`src/rtl/alu_pkg.sv`:
```
// Shared types and constants for the ALU request scheduler: opcodes, flag bit
// positions, opcode classes and the class decoder.
package alu_pkg;

    localparam int unsigned WIDTH = 16;
    localparam int unsigned OPW   = 5;

    localparam logic [OPW-1:0] OP_ADD  = 5'b00000;
    localparam logic [OPW-1:0] OP_ADC  = 5'b00001;
    localparam logic [OPW-1:0] OP_SUB  = 5'b00010;
    localparam logic [OPW-1:0] OP_AND  = 5'b00100;
    localparam logic [OPW-1:0] OP_OR   = 5'b00101;
    localparam logic [OPW-1:0] OP_XOR  = 5'b00110;
    localparam logic [OPW-1:0] OP_NOT  = 5'b00111;
    localparam logic [OPW-1:0] OP_CLR  = 5'b10000;
    localparam logic [OPW-1:0] OP_CLRF = 5'b10001;
    localparam logic [OPW-1:0] OP_MOV  = 5'b10100;
    localparam logic [OPW-1:0] OP_MOVB = 5'b10101;
    localparam logic [OPW-1:0] OP_NOP  = 5'b10111;
    localparam logic [OPW-1:0] OP_LD   = 5'b11000;
    localparam logic [OPW-1:0] OP_SHL  = 5'b11001;
    localparam logic [OPW-1:0] OP_SHR  = 5'b11010;
    localparam logic [OPW-1:0] OP_ASR  = 5'b11011;

    localparam int unsigned PAR = 3;
    localparam int unsigned OVF = 2;
    localparam int unsigned ZER = 1;
    localparam int unsigned CAR = 0;

    typedef enum logic [1:0] {
        ClsUpdate,
        ClsClear,
        ClsKeep,
        ClsIllegal
    } op_class_e;

    typedef enum logic [1:0] {
        StIdle,
        StExec,
        StResp
    } state_e;

    function automatic op_class_e op_class(input logic [OPW-1:0] op);
        op_class_e cls;
        case (op)
            OP_ADD, OP_ADC, OP_SUB, OP_AND, OP_OR, OP_XOR, OP_NOT,
            OP_SHL, OP_SHR, OP_ASR:         cls = ClsUpdate;
            OP_CLR, OP_CLRF:                cls = ClsClear;
            OP_MOV, OP_MOVB, OP_NOP, OP_LD: cls = ClsKeep;
            default:                        cls = ClsIllegal;
        endcase
        return cls;
    endfunction

endpackage

```
`src/rtl/rr_arb2.sv`:
```
// Two-way round-robin arbiter; priority flips to the other requester after
// every accepted grant.
module rr_arb2 #(
    parameter bit RR_INIT = 1'b0
) (
    input  logic clk,
    input  logic reset,
    input  logic valid0,
    input  logic valid1,
    input  logic advance,
    output logic grant,
    output logic gnt_valid
);

    logic prio_q;

    always_comb begin
        grant = 1'b0;
        if (valid0 && valid1) begin
            grant = prio_q;
        end else if (valid1) begin
            grant = 1'b1;
        end
    end

    assign gnt_valid = valid0 | valid1;

    always_ff @(posedge clk) begin
        if (reset) begin
            prio_q <= RR_INIT;
        end else if (advance) begin
            prio_q <= ~grant;
        end
    end

endmodule

```
`src/rtl/alu_req_sched.sv`:
```
// Schedules two requesters onto one shared combinational ALU, owns the
// architectural flag register and returns one response per accepted request.
module alu_req_sched
    import alu_pkg::*;
#(
    parameter int unsigned WIDTH   = alu_pkg::WIDTH,
    parameter int unsigned OPW     = alu_pkg::OPW,
    parameter bit          RR_INIT = 1'b0
) (
    input  logic             clk,
    input  logic             reset,
    input  logic             req0_valid,
    output logic             req0_ready,
    input  logic [WIDTH-1:0] req0_a,
    input  logic [WIDTH-1:0] req0_b,
    input  logic [OPW-1:0]   req0_op,
    input  logic             req1_valid,
    output logic             req1_ready,
    input  logic [WIDTH-1:0] req1_a,
    input  logic [WIDTH-1:0] req1_b,
    input  logic [OPW-1:0]   req1_op,
    output logic [WIDTH-1:0] alu_a,
    output logic [WIDTH-1:0] alu_b,
    output logic [OPW-1:0]   alu_opcode,
    input  logic [WIDTH-1:0] alu_result,
    input  logic [3:0]       alu_flags,
    output logic             rsp_valid,
    input  logic             rsp_ready,
    output logic             rsp_id,
    output logic [WIDTH-1:0] rsp_result,
    output logic [3:0]       rsp_flags,
    output logic             rsp_err,
    output logic [3:0]       flag_q,
    output logic             busy
);

    state_e           state_q, state_d;
    logic             grant, gnt_valid, accept;
    logic [WIDTH-1:0] sel_a, sel_b;
    logic [OPW-1:0]   sel_op;
    op_class_e        sel_cls, exec_cls;
    logic             id_q, err_q;
    logic [WIDTH-1:0] res_q;

    assign accept = (state_q == StIdle) && gnt_valid;

    rr_arb2 #(
        .RR_INIT(RR_INIT)
    ) u_arb (
        .clk      (clk),
        .reset    (reset),
        .valid0   (req0_valid),
        .valid1   (req1_valid),
        .advance  (accept),
        .grant    (grant),
        .gnt_valid(gnt_valid)
    );

    assign req0_ready = accept && !grant;
    assign req1_ready = accept && grant;

    assign sel_a   = grant ? req1_a : req0_a;
    assign sel_b   = grant ? req1_b : req0_b;
    assign sel_op  = grant ? req1_op : req0_op;
    assign sel_cls = op_class(sel_op);
    // Only legal ops reach EXEC, so the registered ALU opcode is the captured op.
    assign exec_cls = op_class(alu_opcode);

    always_comb begin
        state_d = state_q;
        unique case (state_q)
            StIdle: begin
                if (accept) begin
                    state_d = (sel_cls == ClsIllegal) ? StResp : StExec;
                end
            end
            StExec: state_d = StResp;
            StResp: begin
                if (rsp_ready) begin
                    state_d = StIdle;
                end
            end
            default: state_d = StIdle;
        endcase
    end

    always_ff @(posedge clk) begin
        if (reset) begin
            state_q    <= StIdle;
            alu_a      <= '0;
            alu_b      <= '0;
            alu_opcode <= '0;
            flag_q     <= '0;
            res_q      <= '0;
            id_q       <= 1'b0;
            err_q      <= 1'b0;
        end else begin
            state_q <= state_d;
            if (accept) begin
                id_q <= grant;
                if (sel_cls == ClsIllegal) begin
                    err_q <= 1'b1;
                    res_q <= '0;
                end else begin
                    err_q      <= 1'b0;
                    alu_a      <= sel_a;
                    alu_b      <= sel_b;
                    alu_opcode <= sel_op;
                end
            end
            if (state_q == StExec) begin
                res_q <= (exec_cls == ClsClear) ? '0 : alu_result;
                case (exec_cls)
                    ClsUpdate: flag_q <= alu_flags;
                    ClsClear:  flag_q <= '0;
                    default:   flag_q <= flag_q;
                endcase
            end
        end
    end

    assign rsp_valid  = (state_q == StResp);
    assign rsp_id     = id_q;
    assign rsp_result = res_q;
    assign rsp_flags  = flag_q;
    assign rsp_err    = err_q;
    assign busy       = (state_q != StIdle);

endmodule
```
`config.mk`:
```
export PLATFORM = sky130hd
export DESIGN_NAME = alu_req_sched
export DESIGN_NICKNAME = d
export VERILOG_FILES = /design/src/rtl/alu_pkg.sv /design/src/rtl/rr_arb2.sv /design/src/rtl/alu_req_sched.sv
export SDC_FILE = /design/constraint.sdc
export NUM_CORES = 1
export LEC_CHECK = 0
export ABC_CLOCK_PERIOD_IN_PS = 2650
export CORE_MARGIN = 2
export CORE_UTILIZATION = 39
export DETAILED_ROUTE_END_ITERATION = 6
export GPL_TIMING_DRIVEN = 0
export PLACE_DENSITY = 0.78
export SLEW_MARGIN = 10
export SYNTH_ARGS = -nofsm -noshare
export SYNTH_HDL_FRONTEND = slang
export SYNTH_HIERARCHICAL = 1
export SYNTH_SLANG_ARGS = --single-unit
```
`constraint.sdc`:
```
create_clock -name clk -period 2.65 [get_ports clk]
set_input_delay 0.6625 -clock clk [delete_from_list [all_inputs] [get_ports clk]]
set_output_delay 0.6625 -clock clk [all_outputs]
set_load 0.01 [all_outputs]
```
# Yosys cells after proc, flatten, opt, wreduce, memory -nomap -nowiden
# Memory sizes are Yosys's and may differ from the RTL's. A register that Yosys moved wholly into a read port is not among the register bits.
# Cells that the tools add are included.
[totals]
reg_bits = 62
romBits = 128
inputBits = 99
out_inout_bits = 67
wordCells = 52
n_memories = 2
[mem_list]
columns = ["name", "depth", "word_bits", "rd", "rd_clocked_by_memory_dff", "wr", "line", "rtl"]
rows = [
  ["(name not given)", 32, 2, 1, 1, 0, "alu_pkg.sv:45", "case (op)"],
  ["(name not given)", 32, 2, 1, 0, 0, "alu_pkg.sv:45", ""],
]
[classes]
n_eq_ne = 6
mux = 17
bitwise_logic = 3
n_reduce_logical = 15
[op_table]
columns = ["cell", "count"]
rows = [
  ["$mux W16", 6],
  ["$mux W5", 3],
  ["$pmux W4 S2", 1],
  ["$reduce_and A2 Y1", 4],
  ["$reduce_bool A2 Y1", 4],
  ["$mux W2", 3],
  ["$pmux W2 S3", 1],
  ["$eq A2 B1 Y1 const B", 2],
  ["$eq A2 B2 Y1 const B", 2],
  ["$logic_and A1 B1 Y1", 4],
  ["$logic_not A2 Y1", 2],
  ["$mux W1", 3],
  ["$ne A2 B1 Y1 const B", 1],
  ["$ne A2 B2 Y1 const B", 1],
  ["$not A1 Y1", 2],
  ["$logic_not A1 Y1", 1],
  ["$or A1 B1 Y1", 1],
]

# Longest topological paths before layout
# Gate-level depths: netlist (run 1).
# An unclocked memory read counts as a cell.
[logic_depth]
depth_word = 9
ltp_mapped = 11
depth_no_buf = 8

# By module
# The synthesis (run 1) kept the hierarchy.
[by_module_without_submodules]
columns = ["module", "n_inst", "cells_per_inst", "area_each_um2", "seq_area_each_um2"]
rows = [
  ["alu_req_sched", 1, 298, 2890.3, 1261.2],
  ["rr_arb2", 1, 6, 66.3, 20.0],
]

# Worst setup path before layout (run 1)
# Ideal clock, no wire load.
[synth_path]
path_kind = "in2out"
start = "in req0_valid"
end = "out req1_ready"
arrival_time_ns = 1.907
t_required_ns = 1.987
setup_slack_ns = 0.081
path_stages = 6
path_buffers = 3
cell_sequence = "nand2b_4 and2_2 buf_6 buf_2 buf_1 and2_1"
[synth_between]
elab_chain_cells = 3
word_cells_on_any_way = 5
cone_classes = "1 x mux; 1 x bitwise; 3 x reduce/logical"
[synth_rtl]
columns = ["item", "line", "rtl"]
rows = [
  ["start: declaration", "alu_req_sched.sv:12", "input logic req0_valid,"],
  ["$logic_and A1 B1 Y1", "rr_arb2.sv:19", "if (valid0 && valid1) begin"],
  ["$mux W1", "rr_arb2.sv:19", ""],
  ["named net grant", "alu_req_sched.sv:38", "logic grant, gnt_valid, accept;"],
  ["$logic_and A1 B1 Y1", "alu_req_sched.sv:60", "assign req1_ready = accept && grant;"],
  ["end: declaration", "alu_req_sched.sv:18", "output logic req1_ready,"],
]
# The timed path passes the listed nets, and every way through them passes these cells.

# Worst setup path in the final report (run 1)
[layout_path]
start = "in req0_op[4]"
end = "reg exec_cls[1] (netlist name)"
[layout_between]
elab_chain_cells = 7
[layout_rtl]
columns = ["item", "line", "rtl"]
rows = [
  ["start: declaration", "alu_req_sched.sv:16", "input logic [OPW-1:0] req0_op,"],
  ["$mux W5 (*)", "alu_req_sched.sv:64", "assign sel_op = grant ? req1_op : req0_op;"],
  ["$mem_v2 Z32 W2", "--", ""],
  ["$eq A2 B2 Y1", "alu_req_sched.sv:101", "if (sel_cls == ClsIllegal) begin"],
  ["$not A1 Y1 (no line)", "--", ""],
  ["$reduce_and A2 Y1 (no line)", "--", ""],
  ["$mux W5 (no line) (*) (2 in series)", "--", ""],
]
# Every way passes the cells marked *; elsewhere a longest branch is shown, timed or not.
# A chain may end at the register's enable or synchronous reset.

==> results of run 1 <==
==> synthesized netlist by cell type, drive strengths merged (2+ instances only) <==
cell type  instances  share of area
o31ai              4          0.015
nand3              3         0.0051
or3b               2         0.0068
a22o              16          0.047
o21ai              3         0.0051
or2                2         0.0042
nand2b             5          0.013
a31oi              3         0.0063
a21oi             11          0.019
nand3b             6          0.015
dfxtp             64           0.43
clkbuf             6         0.0076
nor3               2         0.0034
nor2              44          0.057
nand2             10          0.013
mux2i             37           0.13
nor4b              3         0.0089
buf               20          0.042
nor2b              6          0.013
and2               3         0.0068
a211oi            33          0.084
inv                3         0.0038
==> registers in the layout, indices dropped and copies added, names as in the netlist <==
register / count
alu_a: 16
alu_b: 16
alu_opcode: 5
exec_cls: 2
flag_q: 4
rsp_err: 1
rsp_id: 1
rsp_result: 16
state_q: 2
u_arb/prio_q: 1
==> power by group through the flow <==
stage | registers (W) | clock network (W) | logic (W)
after CTS | 0.00115 | 0.000852 | 0.000986
after global placement | 0.00117 | 0 | 0.000949
after global routing | 0.00117 | 0.000890 | 0.00109
final | 0.00115 | 0.000833 | 0.00101
after floorplan | 0.00121 | 0 | 0.000422
after detailed placement | 0.00117 | 0 | 0.000964
==> cells in the final DEF (no fill, tap or decap), types with 2 or more instances in the layout <==
master and instances:
sky130_fd_sc_hd__a22o_1 16, sky130_fd_sc_hd__nor2b_1 5, sky130_fd_sc_hd__clkinvlp_4 3, sky130_fd_sc_hd__clkbuf_8 9
sky130_fd_sc_hd__nor2_1 43, sky130_fd_sc_hd__a211oi_1 33, sky130_fd_sc_hd__buf_1 2, sky130_fd_sc_hd__nand3_1 3
sky130_fd_sc_hd__o21ai_0 2, sky130_fd_sc_hd__clkbuf_1 6, sky130_fd_sc_hd__buf_12 3, sky130_fd_sc_hd__and2_1 2
sky130_fd_sc_hd__buf_6 2, sky130_fd_sc_hd__a21oi_1 10, sky130_fd_sc_hd__nor3_1 2, sky130_fd_sc_hd__nand2_1 10
sky130_fd_sc_hd__nand3b_1 6, sky130_fd_sc_hd__clkdlybuf4s50_1 161, sky130_fd_sc_hd__inv_1 3, sky130_fd_sc_hd__a31oi_1 3
sky130_fd_sc_hd__o31ai_1 3, sky130_fd_sc_hd__buf_2 10, sky130_fd_sc_hd__buf_4 9, sky130_fd_sc_hd__nor4b_1 2
sky130_fd_sc_hd__mux2i_1 37, sky130_fd_sc_hd__nand2b_1 4, sky130_fd_sc_hd__clkinv_2 2, sky130_fd_sc_hd__dfxtp_1 64
==> cell type report <==
cell class,count,area share
inverter,4,0.00395
clock inverter,7,0.0141
tap,99,0.0245
clock buffer,9,0.0245
buffer,26,0.0361
timing repair buffer,171,0.337
sequential,64,0.253
multi-input combinational,210,0.307
==> worst max-delay path by stage <==
stage                    start        endpoint  slack [ns]  depth (start not counted)
global route        req0_valid  rsp_result[12]       -0.02                         11
global placement    req0_valid      req1_ready       -1.19                          8
finish              req0_op[4]     exec_cls[1]        0.03                          8
CTS                 req0_valid      req1_ready      0.0006                          8
detailed placement  req0_valid      req1_ready       -1.22                          8
floorplan           req0_valid      req1_ready        0.08                          6
==> worst max-delay path, cell delays in order <==
cell and delay [ns]:
sky130_fd_sc_hd__clkdlybuf4s50_1 0.56, sky130_fd_sc_hd__nand2b_1 0.17, sky130_fd_sc_hd__a22oi_2 0.30, sky130_fd_sc_hd__o31ai_4 0.17, sky130_fd_sc_hd__buf_4 0.17, sky130_fd_sc_hd__a2111oi_1 0.32
sky130_fd_sc_hd__nor4b_1 0.10, sky130_fd_sc_hd__a2111o_1 0.38
==> stage by stage <==
stage                     instance area (µm²)  worst slack, ns  power (W)
final                                    5060           0.0305    0.00299
after global placement                   4730            -1.19    0.00212
after floorplan                          2960           0.0806    0.00164
after CTS                                4980         0.000585    0.00299
after detailed placement                 4730            -1.22    0.00214
after global routing                     5060          -0.0235    0.00315
==> cell families after synthesis <==
family          Yosys count  synth area share
buf+inv                  30            0.0550
flops                    64             0.433
simple gates             89             0.154
compound gates           83             0.229
mux                      38             0.129
==> what timing repair did <==
item | in CTS | in global routing
hold buffers | 0 | 0
endpoints found under the setup margin | 54 | 44
resized for setup | 23 | 9
pin swaps | 0 | 2
hold endpoints to repair | 0 | 0
buffers inserted | 1 | 5
==> routing by layer <==
layer  global-route usage  share of wire  up-vias
met5                    0              0        -
met4               0.0644         0.0097        0
met3               0.0763          0.091        8
met2                0.368           0.50      133
met1                0.242           0.40     1416
li1                     -              -     1485
==> metrics.json, run 1 <==
{
  "finish": {
    "final_cell_count_no_fill": 590,
    "post_synthesis_to_final_layout_area_growth_pct": 71.2,
    "multi_input_area_mm2": 0.00156,
    "combined_flip_flop_and_latch_cell_area_mm2": 0.00128,
    "insertedDiodeCount": 0,
    "final_cell_utilization_of_the_core": 0.694,
    "drive_gt1_frac": 0.122,
    "fin_nets": 585,
    "filler_cell_count": 609
  },
  "power_and_ir_drop": {
    "power.share.switching": 0.305,
    "power.share.combinational": 0.337,
    "share_clk_of_total_power": 0.278,
    "p_seq_frac": 0.385,
    "p_int_w": 0.00208,
    "leak_nw": 1.91,
    "power.density_mw_per_mm2": 591,
    "netSwitchingPower_w": 0.000914,
    "power.ir.vdd_worst_v": 0.000318
  },
  "clock_tree": {
    "path_clk_slew_ns": 0.07,
    "clk_path_buf_depth": 2,
    "clk_root_buffer_cell": "sky130_fd_sc_hd__clkbuf_8",
    "tritoncts": "built",
    "clock_tree.htree_level_count": 3,
    "clock_sink_count": 64,
    "cts_made_buffers": 9,
    "clk_latency_ns": 0.33
  },
  "setup_path": {
    "critPathLaunchType": "primary input",
    "timing.critical_path.arrival_ns": 2.83,
    "worstReg2RegStart": "u_arb/prio_q",
    "timing.critical_path.required_ns": 2.86,
    "classification_of_the_worst_setup_path": "primary input to flop",
    "regToRegEndpoint": "exec_cls[1]",
    "timing.critical_path.to_type": "flop",
    "critical_path.max_fanout": 6,
    "rr_worst_depth": 10,
    "r2r_slack_ns": 0.22
  },
  "yosys": {
    "postSynthAreaPerCell_um2": 9.73,
    "ys_seq_area_frac": 0.433,
    "ys.warnings.count": 6,
    "post_synth_instance_area_mm2": 0.00296,
    "synth_enable_flop_cells": 0,
    "synth.net_count": 403,
    "synthesis.instances": 304,
    "asyncSetResetFlopFracSynth": 0,
    "ys_seq_elements": 64,
    "synth-main-ff-cell": "sky130_fd_sc_hd__dfxtp_1",
    "post_synth_num_cell_types": 49
  },
  "hold_path": {
    "min_path_cells": 2,
    "hold_path.class": "flop to flop",
    "worstHoldEndpoint": "flag_q[1]",
    "hold_path_startpoint": "flag_q[1]"
  },
  "route": {
    "wl_mm": 8.95,
    "drt_iter0_markers": 98,
    "drt.antenna.violating_nets": 0,
    "number_of_remaining_drc_errors": 0,
    "drt_first_pass_iters": 4,
    "dr_total_vias": 3042,
    "routed_via_density": 5.16,
    "detail_route.wl_per_cell_um": 15.2
  },
  "placement": {
    "port_buffers": 165,
    "dp.cells": 568,
    "place.gp.congestion": 0.862,
    "post-dp-hpwl_mm": 6.88
  },
  "sta": {
    "fin_skew_ns": 0.00700,
    "rsz0062_at_grt": "yes",
    "hold_slack_ns": 0.474,
    "slew_headroom": 0.530,
    "totalNegativeSetupSlack_ns": 0,
    "timing.final.setup_violations": 0,
    "slew_violations": 0,
    "post-route-min-period_ns": 2.62,
    "hold_violations": 0,
    "fmaxAchievable_mhz": 382,
    "layout_worst_path_cycle_share": 0.988,
    "tightestPinTransition_ns": 0.705
  },
  "grt": {
    "initial_antenna_violation_count": 0,
    "globalRouteTotalUtil": 0.211,
    "grt_first_pass_wirelength_mm": 14.2,
    "largest_net_degree_at_the_start_of_global_routing": 13,
    "vias_in_the_first_global_route": 2963,
    "grt-ovfl-total": 0
  },
  "floorplanning": {
    "core.rowCount": 31,
    "die-area_mm2": 0.00829,
    "fp.dieH_um": 91.1,
    "starting_density": 0.405,
    "top_level_ports": 166,
    "core_area_mm2": 0.00729,
    "chipWidth_um": 91.1
  },
  "job": {
    "max_cap_violations": 0
  },
  "outcome": {
    "run_status": "completed"
  }
}
Note: power is estimated with default switching activity, not from simulation.
==> inputs of run 2 (changes only) <==
CORE_MARGIN = 5   (was 2)
==> run 2 against run 1 <==
- clock power is 2% lower
- combinational power hardly changed
- die area is 14% higher
- hold slack better by 0.0052 ns
- clock skew is 0.00095 ns lower
- fmax is 3.1% higher
- worst setup slack better by 0.078 ns
- cell count is 1.0% lower
- global-route usage is 2.4 points lower
- via count is 1.5% lower
- non-clock buffer count is 6 lower
- largest cell class unchanged
- highest routed layer unchanged
==> metrics.json, run 2 (synthesized netlist as in run 1, its figures left out) <==
{
  "sta": {
    "fin_skew": {"value": 0.00606, "unit": "ns", "change": "was 0.00700 ns"},
    "fmaxAchievable": {"value": 393, "unit": "MHz", "change": "was 382 MHz"},
    "timing.final.setup_violations": {"value": 0, "change": "unchanged"},
    "timing.final.ws_setup": {"value": 0.109, "unit": "ns", "change": "was 0.0305 ns"},
    "tightestPinTransition": {"value": 0.692, "unit": "ns", "change": "was 0.705 ns"},
    "post-route-min-period": {"value": 2.54, "unit": "ns", "change": "was 2.62 ns"},
    "slew_headroom": {"value": 0.539, "change": "was 0.530"},
    "hold_violations": {"value": 0, "change": "unchanged"},
    "totalNegativeSetupSlack": {"value": 0, "unit": "ns", "change": "unchanged"},
    "slew_violations": {"value": 0, "change": "unchanged"},
    "layout_worst_path_cycle_share": {"value": 0.959, "change": "was 0.988"},
    "rsz0062_at_grt": {"value": "no", "change": "was yes"}
  },
  "grt": {
    "globalRouteTotalUtil": {"value": 0.188, "change": "was 0.211"},
    "largest_net_degree_at_the_start_of_global_routing": {"value": 13, "change": "unchanged"},
    "grt-ovfl-total": {"value": 0, "change": "unchanged"},
    "vias_in_the_first_global_route": {"value": 3080, "change": "was 2963"},
    "grt_first_pass_wirelength": {"value": 14.6, "unit": "mm", "change": "was 14.2 mm"},
    "initial_antenna_violation_count": {"value": 0, "change": "unchanged"}
  },
  "placement": {
    "detailedPlace.worstSlack": {"value": -1.24, "unit": "ns", "change": "was -1.22 ns"},
    "post-dp-hpwl": {"value": 7.16, "unit": "mm", "change": "was 6.88 mm"},
    "dp.cells": {"value": 568, "change": "unchanged"},
    "port_buffers": {"value": 165, "change": "unchanged"},
    "placedInstanceArea": {"value": 0.00473, "unit": "mm²", "change": "unchanged"},
    "place.gp.congestion": {"value": 0.864, "change": "was 0.862"}
  },
  "clock_tree": {
    "clk_path_buf_depth": {"value": 2, "change": "unchanged"},
    "cts_made_buffers": {"value": 9, "change": "unchanged"},
    "clk_latency": {"value": 0.33, "unit": "ns", "change": "about the same"},
    "path_clk_slew": {"value": 0.08, "unit": "ns", "change": "was 0.07 ns"},
    "clk_root_buffer_cell": {"value": "sky130_fd_sc_hd__clkbuf_8", "change": "unchanged"},
    "clock_tree.htree_level_count": {"value": 3, "change": "unchanged"},
    "tritoncts": {"value": "built", "change": "unchanged"},
    "clock_sink_count": {"value": 64, "change": "unchanged"},
    "holdBufCountCts": {"value": 0, "change": "unchanged"}
  },
  "finish": {
    "final_design_area_no_fill": {"value": 0.00499, "unit": "mm²", "change": "was 0.00506 mm²"},
    "post_synthesis_to_final_layout_area_growth": {"value": 68.9, "unit": "%", "change": "was 71.2%"},
    "insertedDiodeCount": {"value": 0, "change": "unchanged"},
    "fin_nets": {"value": 579, "change": "was 585"},
    "mostFrequentLayoutCells": {"value": "sky130_fd_sc_hd__clkdlybuf4s50_1, sky130_fd_sc_hd__dfxtp_1, sky130_fd_sc_hd__nor2_1", "change": "unchanged"},
    "mostFrequentLayoutCell": {"value": "sky130_fd_sc_hd__clkdlybuf4s50_1", "change": "unchanged"},
    "final_cell_count_no_fill": {"value": 584, "change": "was 590"},
    "drive_gt1_frac": {"value": 0.111, "change": "was 0.122"}
  },
  "setup_path": {
    "worstReg2RegStart": {"value": "u_arb/prio_q", "change": "unchanged"},
    "timing.critical_path.arrival": {"value": 1.88, "unit": "ns", "change": "was 2.83 ns"},
    "timing.critical_path.to_type": {"value": "primary output", "change": "was flop"},
    "classification_of_the_worst_setup_path": {"value": "primary input to primary output", "change": "was primary input to flop"},
    "rr_worst_depth": {"value": 9, "change": "was 10"},
    "r2r_slack": {"value": 0.29, "unit": "ns", "change": "was 0.22 ns"},
    "timing.critical_path.required": {"value": 1.99, "unit": "ns", "change": "was 2.86 ns"},
    "critical_path.max_fanout": {"value": 10, "change": "was 6"},
    "worst_setup_path_startpoint": {"value": "req0_valid", "change": "was req0_op[4]"},
    "critPathLaunchType": {"value": "primary input", "change": "unchanged"}
  },
  "power_and_ir_drop": {
    "power.ir.vdd_worst": {"value": 0.000312, "unit": "V", "change": "was 0.000318 V"},
    "power.density": {"value": 591, "unit": "mW/mm²", "change": "about the same"},
    "report.power.total": {"value": 0.00295, "unit": "W", "change": "was 0.00299 W"},
    "leak": {"value": 1.87, "unit": "nW", "change": "was 1.91 nW"}
  },
  "route": {
    "drt_first_pass_iters": {"value": 4, "change": "unchanged"},
    "routed_via_density": {"value": 5.13, "change": "was 5.16"},
    "drt_iter0_markers": {"value": 85, "change": "was 98"},
    "number_of_remaining_drc_errors": {"value": 0, "change": "unchanged"},
    "dr_total_vias": {"value": 2996, "change": "was 3042"},
    "drt.antenna.violating_nets": {"value": 0, "change": "unchanged"},
    "wl": {"value": 9.19, "unit": "mm", "change": "was 8.95 mm"},
    "detail_route.wl_per_cell": {"value": 15.7, "unit": "µm", "change": "was 15.2 µm"}
  },
  "floorplanning": {
    "fp.dieH": {"value": 97.1, "unit": "µm", "change": "was 91.1 µm"},
    "chipWidth": {"value": 97.1, "unit": "µm", "change": "was 91.1 µm"},
    "core_area": {"value": 0.00733, "unit": "mm²", "change": "was 0.00729 mm²"},
    "core.rowCount": {"value": 31, "change": "unchanged"},
    "starting_density": {"value": 0.403, "change": "was 0.405"},
    "die-area": {"value": 0.00942, "unit": "mm²", "change": "was 0.00829 mm²"},
    "top_level_ports": {"value": 166, "change": "unchanged"}
  },
  "job": {
    "max_cap_violations": {"value": 0, "change": "unchanged"}
  },
  "hold_path": {
    "hold_path_startpoint": {"value": "rsp_result[0]", "change": "was flag_q[1]"},
    "min_path_cells": {"value": 1, "change": "was 2"},
    "hold_path.class": {"value": "flop to flop", "change": "unchanged"}
  },
  "outcome": {
    "run_status": {"value": "completed", "change": "unchanged"}
  }
}
==> run 2: critical path, stage by stage <==
cell	delay [ns]
sky130_fd_sc_hd__clkdlybuf4s15_2	0.21
sky130_fd_sc_hd__nand2b_4	0.06
sky130_fd_sc_hd__and2_2	0.22
sky130_fd_sc_hd__buf_8	0.15
sky130_fd_sc_hd__buf_12	0.15
sky130_fd_sc_hd__buf_12	0.15
sky130_fd_sc_hd__and2_1	0.14
sky130_fd_sc_hd__buf_2	0.14
==> run 2: worst paths after layout <==
| path | end |
|---|---|
| hold reg to reg | rsp_result[0] |
| hold / removal | rsp_result[0] |
| setup reg to reg | exec_cls[1] |
| setup / recovery | req1_ready |
==> run 2: repair_timing <==
| item | CTS | global route |
|---|---|---|
| pin swaps | 0 | 1 |
| gates cloned | 0 | 0 |
| endpoints found under the setup margin | 54 | 45 |
| gates resized for setup | 22 | 9 |
| buffers inserted | 1 | 0 |
| endpoints found under the hold margin | 0 | 0 |
==> run 2: cell type report <==
type                            count  area, µm²
Timing Repair Buffer              166       1650
Buffer                             25        178
Sequential cell                    64       1280
Clock inverter                      7       72.6
Fill cell                         599       2340
Multi-Input combinational cell    210       1550
Tap cell                           99        124
Inverter                            4       20.0
Clock buffer                        9        124
==> run 2: stage by stage <==
step	hold WS, ns	utilization
finish	0.479	0.681
global route	0.500	0.681
CTS	0.477	0.679
detailed placement	0.454	0.646
global placement	0.456	0.646
floorplan	0.488	-
==> run 2: per-layer routing <==
layer	vias to the layer above	routed length (µm)	global-route usage	part of all wire
met5	-	0	0	0
met4	0	151	0.0605	0.016
met3	13	936	0.0897	0.10
met2	129	4440	0.323	0.48
met1	1378	3670	0.203	0.40
li1	1476	-	-	-
==> run 2: report_power, final <==
part	internal [W]	switching [W]	leakage, nW	total (W)
Combinational	0.000546	0.000441	1.25	0.000987
Clock	0.000434	0.000383	0.0952	0.000817
Sequential	0.00108	0.0000675	0.526	0.00115
==> inputs of run 3 (changes only) <==
ABC_CLOCK_PERIOD_IN_PS = 2600   (was 2650)
clock period = 2.6 ns   (was 2.65 ns; I/O delays follow)
==> results of run 3 <==
The final DEF is identical to that of run 2. Status: completed.
Main changes from that run: setup slack after placement -1.24 ns -> -1.26 ns; setup slack after layout 0.109 ns -> 0.0836 ns; register-to-register setup slack 0.29 ns -> 0.24 ns; total power 0.00295 W -> 0.00301 W; worst IR drop on VDD 0.000312 V -> 0.000318 V
==> patch, RTL diff (flow settings as in run 2) <==
Change the package constant `OPW` from 5 to 6.
--- a/src/rtl/alu_pkg.sv
+++ b/src/rtl/alu_pkg.sv
@@ -3,7 +3,7 @@
 package alu_pkg;
 
     localparam int unsigned WIDTH = 16;
-    localparam int unsigned OPW   = 5;
+    localparam int unsigned OPW   = 6;
 
     localparam logic [OPW-1:0] OP_ADD  = 5'b00000;
     localparam logic [OPW-1:0] OP_ADC  = 5'b00001;
Interface: changed (resized alu_opcode, req0_op and req1_op); port bits go from 166 to 169. The function was not compared with the original's and may differ.
==> patch against run 2 <==
Utilization rose by 1.9 points. Synthesized area fell by 1.5%. Die area fell by 1.3%. Final cell count rose by 3.8%. Final area rose by 1.7%. Sequential cell count rose by 1. Worst hold slack got worse by 0.0068 ns. Total power fell by 8.1%. Sequential power fell by 4%. Non-clock buffer count rose by 11. Count of clock-buffer cells in the layout did not move. Routed wire length rose by 0.73%. Worst setup slack improved by 0.012 ns.
==> patch: results (changes against run 2) <==
stage;metric;value;unit;change
cells_and_area;Fillers;582;;-2.8%
grt;first-pass GRT wire length;14.0;mm;-4.2%
cells_and_area;# diodes;0;;unchanged
synthesis;Commonest cells post-synth;dfxtp_1 (65), nor2_1 (43), mux2i_1 (39);;
clocking;cts bufs inserted;9;;unchanged
power_and_ir_drop;VDD IR max;0.000239;V;-23%
place;RePlAce Congestion;0.744;;-14%
setup_path;Crit path max-delay family;compound AO/OA/AOI/OAI gates;;
synthesis;Yosys top cell area share;44.7;%;+1.3 points
setup_path;Setup CP Type;in2reg;;
clocking;root buffer cell;clkbuf_8;;
place;port bufs;168;;+1.8%
cells_and_area;fraction of layout cells with a size suffix above 1;13.0;%;+1.9 points
setup_path;RR Startpoint;u_arb/prio_q;;
setup_path;Worst path slowest cell;o311a_1;;
sta;Setup Skew;0.0104;ns;+0.00438 ns
hold_path;hold_sp;flag_q[1];;
power_and_ir_drop;Leak Pwr;0.00188;uW;+0.19%
synthesis;YS warnings;6;;unchanged
grt;Total GRT Usage;19.6;%;+0.82 points
setup_path;worst r2r path cells;9;;unchanged
clocking;clk buf depth;2;;unchanged
routing;Pre-antenna DRT Iters;4;;unchanged
setup_path;max incr delay on CP;0.37;ns;+0.15 ns
place;DP Worst Slack;-0.946;ns;+0.291 ns
grt;number of global-route vias before repair;2918;;-5.3%
clocking;H-tree Lvls;3;;unchanged
routing;DRT Wirelength;9.26;mm;+0.73%
setup_path;crit path max fanout;7;;-3
status;status;finished, final reports clean;;
setup_path;critical path required time;2.86;ns;+0.87 ns
place;HPWL Detailed;7.22;mm;+0.77%
clocking;clk slew on worst S/H paths;0.06;ns;-0.02 ns
grt;initial antenna violation count;0;;unchanged
grt;largest net degree at the start of global routing;20;;+7
synthesis;ys flop type;dfxtp_1;;
sta;worst slew pin tran;0.718;ns;+0.0264 ns
synthesis;Seq/Total Area, Yosys;44.7;%;+1.3 points
routing;total vias in the final route;2965;;-1.0%
synthesis;Mapped Nets;418;;+3.7%
hold_path;Hold Path Sink;flag_q[1];;
cells_and_area;nets;603;;+4.1%
routing;Initial DRC Count;119;;+40%
hold_path;Worst Hold Class;reg2reg;;
synthesis;asr flop ratio synth;0;%;unchanged
clocking;worst-skew pair later-pin latency;0.34;ns;
hold_path;Worst Hold Depth;2;;+1
setup_path;r2r setup slk;0.18;ns;-0.11 ns
synthesis;Area contributors post-synth;dfxtp_1 (45%), mux2i_1 (13%), a211oi_1 (8.2%);;
place;DP Area;4720;um2;-0.29%
synthesis;post-synth cell types;41;;-16%
-- patch: changes by cell type in the layout (fill, tap and decap cells not counted), moves of 3 or more --
cell and delta:
buf_4 +5, clkbuf_1 +4, buf_2 -6, mux2i_4 +6, a31oi_1 -3, a22o_1 -16, clkbuf_2 +6, nand3_1 -3
mux2i_1 -3, o21ai_0 +14, a21oi_1 +12, clkdlybuf4s50_1 +3, nand2_1 +11
-- patch: area by class of cell --
class / instances / share of cell area, %
timing repair buffer: 175 / 34.2
multi-input combinational: 219 / 30.1
sequential: 65 / 25.6
buffer: 27 / 3.40
clock buffer: 9 / 2.44
tap: 99 / 2.44
clock inverter: 7 / 1.40
inverter: 5 / 0.369
-- patch: logic make-up (layout without fill, tap and decap cells) --
| family | Yosys count | in the layout | synth area share (%) |
|---|---|---|---|
| simple gates | 89 | 89 | 14.3 |
| flops | 65 | 65 | 44.7 |
| buf+inv | 33 | 223 | 5.71 |
| mux | 44 | 44 | 16.1 |
| compound gates | 86 | 86 | 19.3 |
-- patch: repair_timing --
action                                  CTS  global route
resized for setup                        22            19
buffers inserted                          4             3
hold buffers                              0             0
pin swaps                                 0             4
endpoints found under the setup margin   52            42
-- patch: power by group --
group / switching [uW] / internal (uW)
logic: 336 / 455
clock network: 388 / 434
registers: 43.3 / 1060
-- patch: layer usage --
layer / wire [um] / global-route usage (%) / vias to the layer above
met5: 0 / 0 / -
met1: 3690 / 21.6 / 1336
met4: 150 / 9.00 / 0
met3: 827 / 5.73 / 12
met2: 4590 / 34.6 / 128
li1: - / - / 1489
-- patch: worst max path at each step --
stage                            end  slack (ns)        from  cells past startpoint
after detailed placement  req1_ready       -0.95  req0_valid                      8
final                      flip-flop        0.12  req0_valid                     10
after global placement    req1_ready       -0.94  req0_valid                      8
after CTS                  flip-flop        0.03  req0_valid                     10
after floorplan            flip-flop        0.05  req0_valid                      9
after global routing       rsp_valid        0.01  state_q[1]                      3
-- patch: tightest hold or removal path, delay by kind of cell, from the launching register on --
family / cells / cell delay (ns)
AND/OR/NAND/NOR: 1 / 0.06
AO/OA/AOI/OAI: 1 / 0.05
flip-flops: 1 / 0.32
-- patch: stage by stage --
stage	instances	total power (uW)	hold WS, ns	util (%)
2_1_floorplan	317	1460	0.488	-
3_3_place_gp	584	1840	0.452	65.1
3_5_place_dp	584	1860	0.465	65.1
4_1_cts	603	2710	0.475	68.9
5_1_grt	606	2850	0.497	70.0
6_report	606	2710	0.472	70.0
